**src/rtl/pc_sequencer_pkg.sv**
```systemverilog
// Shared instruction-format definitions for the program-counter sequencer.
// Opcode values and field positions mirror the ROM instruction encoding.
package pc_sequencer_pkg;

    localparam int unsigned INSTR_W        = 28;
    localparam int unsigned OPCODE_W       = 4;
    localparam int unsigned TARGET_W       = 8;
    localparam int unsigned OPERAND_W      = 16;
    localparam int unsigned RA_STACK_DEPTH = 8;

    typedef enum logic [OPCODE_W-1:0] {
        OP_NOP  = 4'h0,
        OP_JMP  = 4'h1,
        OP_STO  = 4'h2,
        OP_ADD  = 4'h3,
        OP_BLE  = 4'h4,
        OP_INC  = 4'h5,
        OP_CALL = 4'h6,
        OP_RET  = 4'h7,
        OP_MOV  = 4'h8,
        OP_VGA  = 4'h9
    } opcode_e;

    typedef struct packed {
        logic [OPCODE_W-1:0]  opcode;    // [27:24]
        logic [TARGET_W-1:0]  target;    // [23:16]
        logic [OPERAND_W-1:0] operands;  // [15:0]
    } instr_t;

endpackage

```
**src/rtl/pc_sequencer_return_stack.sv**
```systemverilog
// Return-address LIFO: synchronous push, combinational top-of-stack.
// The fill level is owned by the parent; a pop is just the parent decrementing it.
module return_stack #(
    parameter int unsigned DATA_W = 16,
    parameter int unsigned DEPTH  = 8,
    parameter int unsigned CNT_W  = $clog2(DEPTH + 1)
) (
    input  logic              clk_i,
    input  logic              push_i,
    input  logic [CNT_W-1:0]  level_i,
    input  logic [DATA_W-1:0] wdata_i,
    output logic [DATA_W-1:0] top_c,
    output logic              full_c,
    output logic              empty_c
);

    localparam int unsigned PTR_W = $clog2(DEPTH);

    logic [DATA_W-1:0] mem_q [DEPTH];

    assign full_c  = (level_i == CNT_W'(DEPTH));
    assign empty_c = (level_i == '0);

    // Entries carry no reset: only the level decides which ones are valid.
    always_ff @(posedge clk_i) begin
        if (push_i && !full_c) begin
            mem_q[PTR_W'(level_i)] <= wdata_i;
        end
    end

    assign top_c = mem_q[PTR_W'(level_i - CNT_W'(1))];

endmodule

```
**src/rtl/pc_sequencer.sv**
```systemverilog
// Program counter and control-flow unit feeding the instruction ROM address.
// Handles sequential fetch, JMP, BLE and CALL/RET with a hardware return stack.
module pc_sequencer
    import pc_sequencer_pkg::*;
#(
    parameter int unsigned       ADDR_W      = 16,
    parameter int unsigned       STACK_DEPTH = RA_STACK_DEPTH,
    parameter logic [ADDR_W-1:0] RESET_ADDR  = '0
) (
    input  logic               Clock,
    input  logic               Reset,
    input  logic [INSTR_W-1:0] iInstruction,
    input  logic               iBranchTaken,
    input  logic               iStall,
    output logic [ADDR_W-1:0]  oAddress,
    output logic [3:0]         oStackDepth,
    output logic               oFault
);

    localparam int unsigned CNT_W = $clog2(STACK_DEPTH + 1);

    instr_t            instr;
    logic [ADDR_W-1:0] pc_q, pc_d;
    logic [ADDR_W-1:0] pc_inc;
    logic [ADDR_W-1:0] target;
    logic [CNT_W-1:0]  depth_q, depth_d;
    logic              fault_q, fault_d;
    logic              push_c;
    logic [ADDR_W-1:0] top_c;
    logic              full_c;
    logic              empty_c;
    logic              unused_operands_c;

    assign instr             = instr_t'(iInstruction);
    assign pc_inc            = pc_q + ADDR_W'(1);
    assign target            = ADDR_W'(instr.target);
    // Operand field belongs to the datapath, not to control flow.
    assign unused_operands_c = ^instr.operands;

    always_ff @(posedge Clock or posedge Reset) begin
        if (Reset) begin
            pc_q    <= RESET_ADDR;
            depth_q <= '0;
            fault_q <= 1'b0;
        end else begin
            pc_q    <= pc_d;
            depth_q <= depth_d;
            fault_q <= fault_d;
        end
    end

    // A latched fault freezes everything; a stall only freezes this cycle.
    always_comb begin
        pc_d    = pc_q;
        depth_d = depth_q;
        fault_d = fault_q;
        push_c  = 1'b0;
        if (!fault_q && !iStall) begin
            case (instr.opcode)
                OP_JMP: pc_d = target;
                OP_BLE: pc_d = iBranchTaken ? target : pc_inc;
                OP_CALL: begin
                    if (full_c) begin
                        fault_d = 1'b1;
                    end else begin
                        push_c  = 1'b1;
                        depth_d = depth_q + CNT_W'(1);
                        pc_d    = target;
                    end
                end
                OP_RET: begin
                    if (empty_c) begin
                        fault_d = 1'b1;
                    end else begin
                        depth_d = depth_q - CNT_W'(1);
                        pc_d    = top_c;
                    end
                end
                default: pc_d = pc_inc;
            endcase
        end
    end

    return_stack #(
        .DATA_W (ADDR_W),
        .DEPTH  (STACK_DEPTH),
        .CNT_W  (CNT_W)
    ) u_return_stack (
        .clk_i   (Clock),
        .push_i  (push_c),
        .level_i (depth_q),
        .wdata_i (pc_inc),
        .top_c   (top_c),
        .full_c  (full_c),
        .empty_c (empty_c)
    );

    assign oAddress    = pc_q;
    assign oStackDepth = 4'(depth_q);
    assign oFault      = fault_q;

endmodule

```
**config.mk**
```make
export PLATFORM = sky130hd
export DESIGN_NAME = pc_sequencer
export DESIGN_NICKNAME = d
export VERILOG_FILES = /design/src/rtl/pc_sequencer_pkg.sv /design/src/rtl/pc_sequencer_return_stack.sv /design/src/rtl/pc_sequencer.sv
export SDC_FILE = /design/constraint.sdc
export NUM_CORES = 1
export LEC_CHECK = 0
export ABC_AREA = 1
export BUFFER_PORTS_ARGS = -buffer_cell sky130_fd_sc_hd__buf_4
export CORE_MARGIN = 1.5
export CORE_UTILIZATION = 45
export DETAILED_ROUTE_END_ITERATION = 10
export PLACE_DENSITY = 0.58
export SLEW_MARGIN = 20
export SYNTH_ARGS = -nofsm -noshare
export SYNTH_HDL_FRONTEND = slang
export SYNTH_HIERARCHICAL = 1
export SYNTH_SLANG_ARGS = --single-unit
```
**constraint.sdc**
```tcl
create_clock -name Clock -period 3.3 [get_ports Clock]
set_clock_uncertainty 0.15 [all_clocks]
set_input_delay 0.66 -clock Clock [delete_from_list [all_inputs] [get_ports Clock]]
set_output_delay 0.66 -clock Clock [all_outputs]
set_load 0.02 [all_outputs]
```
==> results by group <==
Synth
  • Syn avg cell area: between 8 and 9 µm²
  • Synth Flop Type: edfxtp_1
  • Share of async-settable or async-resettable flops after synthesis: 14.1%
  • Synth cell types: 31
  • Leading area contributor after synthesis: edfxtp_1
  • Top cells by area, synth: edfxtp_1 (51%), nand2_1 (17%), inv_1 (9.3%)
  • Ys Warns: 6
  • Yosys top cell area share: between 50 and 60%
  • Mapped Area: 7550 µm²
  • Synth Register Bits: ~150
  • Sequential share of the synthesized area: ~58%
  • EDFF count, synth: ~130
  • Syn_nets: 930
  • Post-Synthesis Cells: 891

Die
  • Chip height: 132 µm
  • Core Box Area: roughly 16,000 µm²
  • I/O Pins: between 50 and 60
  • DIE AREA: between 15,000 and 20,000 µm²
  • Row Count: between 40 and 50
  • Initial Util: a little under half
  • Die Span X: approximately 130 µm

Global route
  • Number of global-route vias before repair: 5,022
  • GR Util All Layers: 19.9%
  • Initial antenna violation count: 0
  • GRT overflow: 0
  • Largest net degree at the start of global routing: just under 70
  • First-pass GRT wire length: 26,800 µm

Drt
  • DR DRC count: 0
  • Routed vias/inst: ~4.7
  • Final wirelength: 16,500 µm
  • Iter 0 DRT Violations: 388
  • Via Count: between 5,000 and 6,000
  • Post-DRT Antenna Nets: 0
  • WL/cell: approximately 14 µm
  • Drt first pass iters: 5

Clock network
  • Clock root cell: clkbuf_16
  • Cts hold-fix bufs: 0
  • Clk slew on worst S/H paths: around 60 ps
  • Clock buffer count from CTS: 17
  • Total clock sinks: approximately 150
  • Post-CTS resize count: 0
  • H-tree depth: 4
  • CTS tree: built
  • Max clock buf depth: 2
  • Clock insertion delay at the later pin of the skew report: 420 ps
  • Post-CTS Setup Inserts: 0

STA
  • Tcrit/Tclk final: between 80 and 90%
  • Final Setup Violations: 0
  • Slew @ Worst Pin: roughly 890 ps
  • Fin worst setup slack: 653 ps
  • FMAX: roughly 380 MHz
  • Slew HR: 40.3%
  • Final setup TNS: 0 ps
  • Unrepaired setup endpoints after global routing: no
  • Final hold vios: 0
  • Period minus WS final: ~2600 ps
  • Slew Viols, Final: 0

Setup path
  • Worst endpoint required time: roughly 3300 ps
  • Setup CP Type: input port to register
  • CP max FO: 13
  • R2r worst-path depth: 11
  • Crit path arrival time: roughly 2600 ps
  • Setup crit end kind: register
  • Crit start category: input port

Placed design
  • PortBufs: 36
  • Placement Setup Slack: roughly 260 ps
  • Final HPWL DP: 10,600 µm
  • Routability Congestion: about 0.89

Cells and area
  • Register area: 4370 µm²
  • N_diodes: 0
  • Syn-to-layout area delta: 15.4%
  • Fillers: about 1,600
  • Area of the multi-input gates: between 2000 and 2500 µm²
  • Final #Nets: approximately 1,000
  • Layout cell share with drive strength beyond 1: 10.5%

Pwr
  • Internal Power: about 3.4 mW
  • IR drop worst, VDD: 275 µV
  • Static Leak: 4.30 nW
  • PD cells: around 500 nW/µm²
  • Switch share: between 20% and 30%
  • Combinational power share: about 5.0%
  • Flop pwr share: between 40% and 50%
  • Psw: between 0.9 and 1 mW
  • Clock network fraction of design power: 47.4%

Run
  • Max Cap Violations: 0

Outcome
  • Status: finished, final reports clean

Hold path
  • Hold Path Class: input port to asynchronous set/reset pin
[worst max-delay path, cell delays in order]
cell and delay (ps):
buf_4 110, inv_1 40, nand2_1 100, nor2_4 170
nand2_1 130, or2_2 300, nor3_1 120, o21ai_0 150
nor2_1 240, inv_1 130, nor2_2 270, buf_12 190
[placed cells by master (no fill, tap or decap), types with 2 or more instances in the layout]
| master | n |
|---|---|
| inv_1 | 185 |
| buf_4 | 48 |
| nand4_1 | 6 |
| nor2_1 | 53 |
| ha_1 | 6 |
| bufinv_16 | 3 |
| dfrtp_1 | 20 |
| clkbuf_1 | 2 |
| nand2_4 | 2 |
| a21boi_1 | 6 |
| nand2_2 | 2 |
| buf_12 | 2 |
| nand3_1 | 80 |
| clkbuf_16 | 19 |
| inv_2 | 4 |
| clkinvlp_4 | 4 |
| o21ai_0 | 9 |
| edfxtp_1 | 128 |
| nand2_1 | 336 |
| nor2_2 | 5 |
| and2_1 | 3 |
| xor2_1 | 6 |
| nor3_1 | 2 |
| a21oi_1 | 2 |
[power groups by stage]
stage / Combinational [mW] / Clock [mW] / Sequential [mW]
detailed placement: 0.219 / 0 / 2.12
CTS: 0.220 / 2.09 / 2.08
global route: 0.246 / 2.17 / 2.08
finish: 0.218 / 2.07 / 2.08
global placement: 0.216 / 0 / 2.12
floorplan: 0.123 / 0 / 2.13
[logic make-up after synthesis]
family / Yosys count / share of synthesized area (%)
xor gates and xnor gates: 8 / 1.03
DFF: 149 / 57.9
adders and majority gates: 7 / 1.26
and+or+nand+nor: 493 / 26.7
buffers and inverters: 216 / 11.6
AOI/OAI and AO/OA: 18 / 1.44
[cell usage after synthesis, types with 2 or more instances]
cell type,count
clkbuf_1,5
o21ai_0,9
dfrtp_1,21
inv_2,3
nand2_2,2
nor2_1,57
buf_6,5
xor2_1,6
inv_1,186
nor3_1,2
nand2_1,336
and2_1,3
a21boi_1,6
ha_1,6
nand3_1,80
a21oi_1,2
nand4_1,6
nand2_4,2
edfxtp_1,128
buf_2,15
[layout make-up]
class,instances,area share (%)
Clock buffer,22,5.71
Timing Repair Buffer,50,4.60
Multi-Input combinational cell,526,26.5
Inverter,189,8.15
Tap cell,220,3.16
Clock inverter,10,1.64
Sequential cell,149,50.2
[final timing paths]
check	start	endpoint	slack, ps
worst max register to register	oStackDepth[1]$_DFFE_PP0P_	u_return_stack/mem_q[0][5]$_DFFE_PP_	660
min in group Clock	oFault$_DFFE_PP0P_	oFault$_DFFE_PP0P_	400
worst min register to register	oFault$_DFFE_PP0P_	oFault$_DFFE_PP0P_	400
max in group asynchronous	Reset	oStackDepth[0]$_DFFE_PP0P_	2100
worst max-delay path	iInstruction[27]	u_return_stack/mem_q[0][5]$_DFFE_PP_	650
worst min-delay path	Reset	oAddress[10]$_DFFE_PP0P_	280
[state kept, by name, summed over array words and instances, names as in the netlist]
name and count:
oStackDepth 4, u_return_stack/mem_q 128, oAddress 16, oFault 1
[per-layer routing]
layer	GRT usage [%]	share of wire [%]	vias to the layer above	routed length (µm)
met3	3.64	5.1	21	838
met4	5.98	1.5	0	240
met1	29.1	49	2453	8030
met2	30.5	45	136	7380
met5	0	0	-	0
li1	-	-	2813	-
[per-stage QoR]
| stage | std cells | utilization (%) | hold WS [ps] | area, µm² | power (mW) |
|---|---|---|---|---|---|
| final | 1166 | 52.9 | 282 | 8700 | 4.37 |
| after global routing | 1166 | 52.9 | 360 | 8700 | 4.49 |
| after CTS | 1166 | 52.9 | 307 | 8700 | 4.39 |
| after detailed placement | 1134 | 49.0 | 387 | 8070 | 2.34 |
| after global placement | 1134 | 49.0 | 373 | 8070 | 2.34 |
| after floorplan | 891 | - | 461 | 7550 | 2.25 |
No activity file was read; power rests on OpenSTA's default activity.
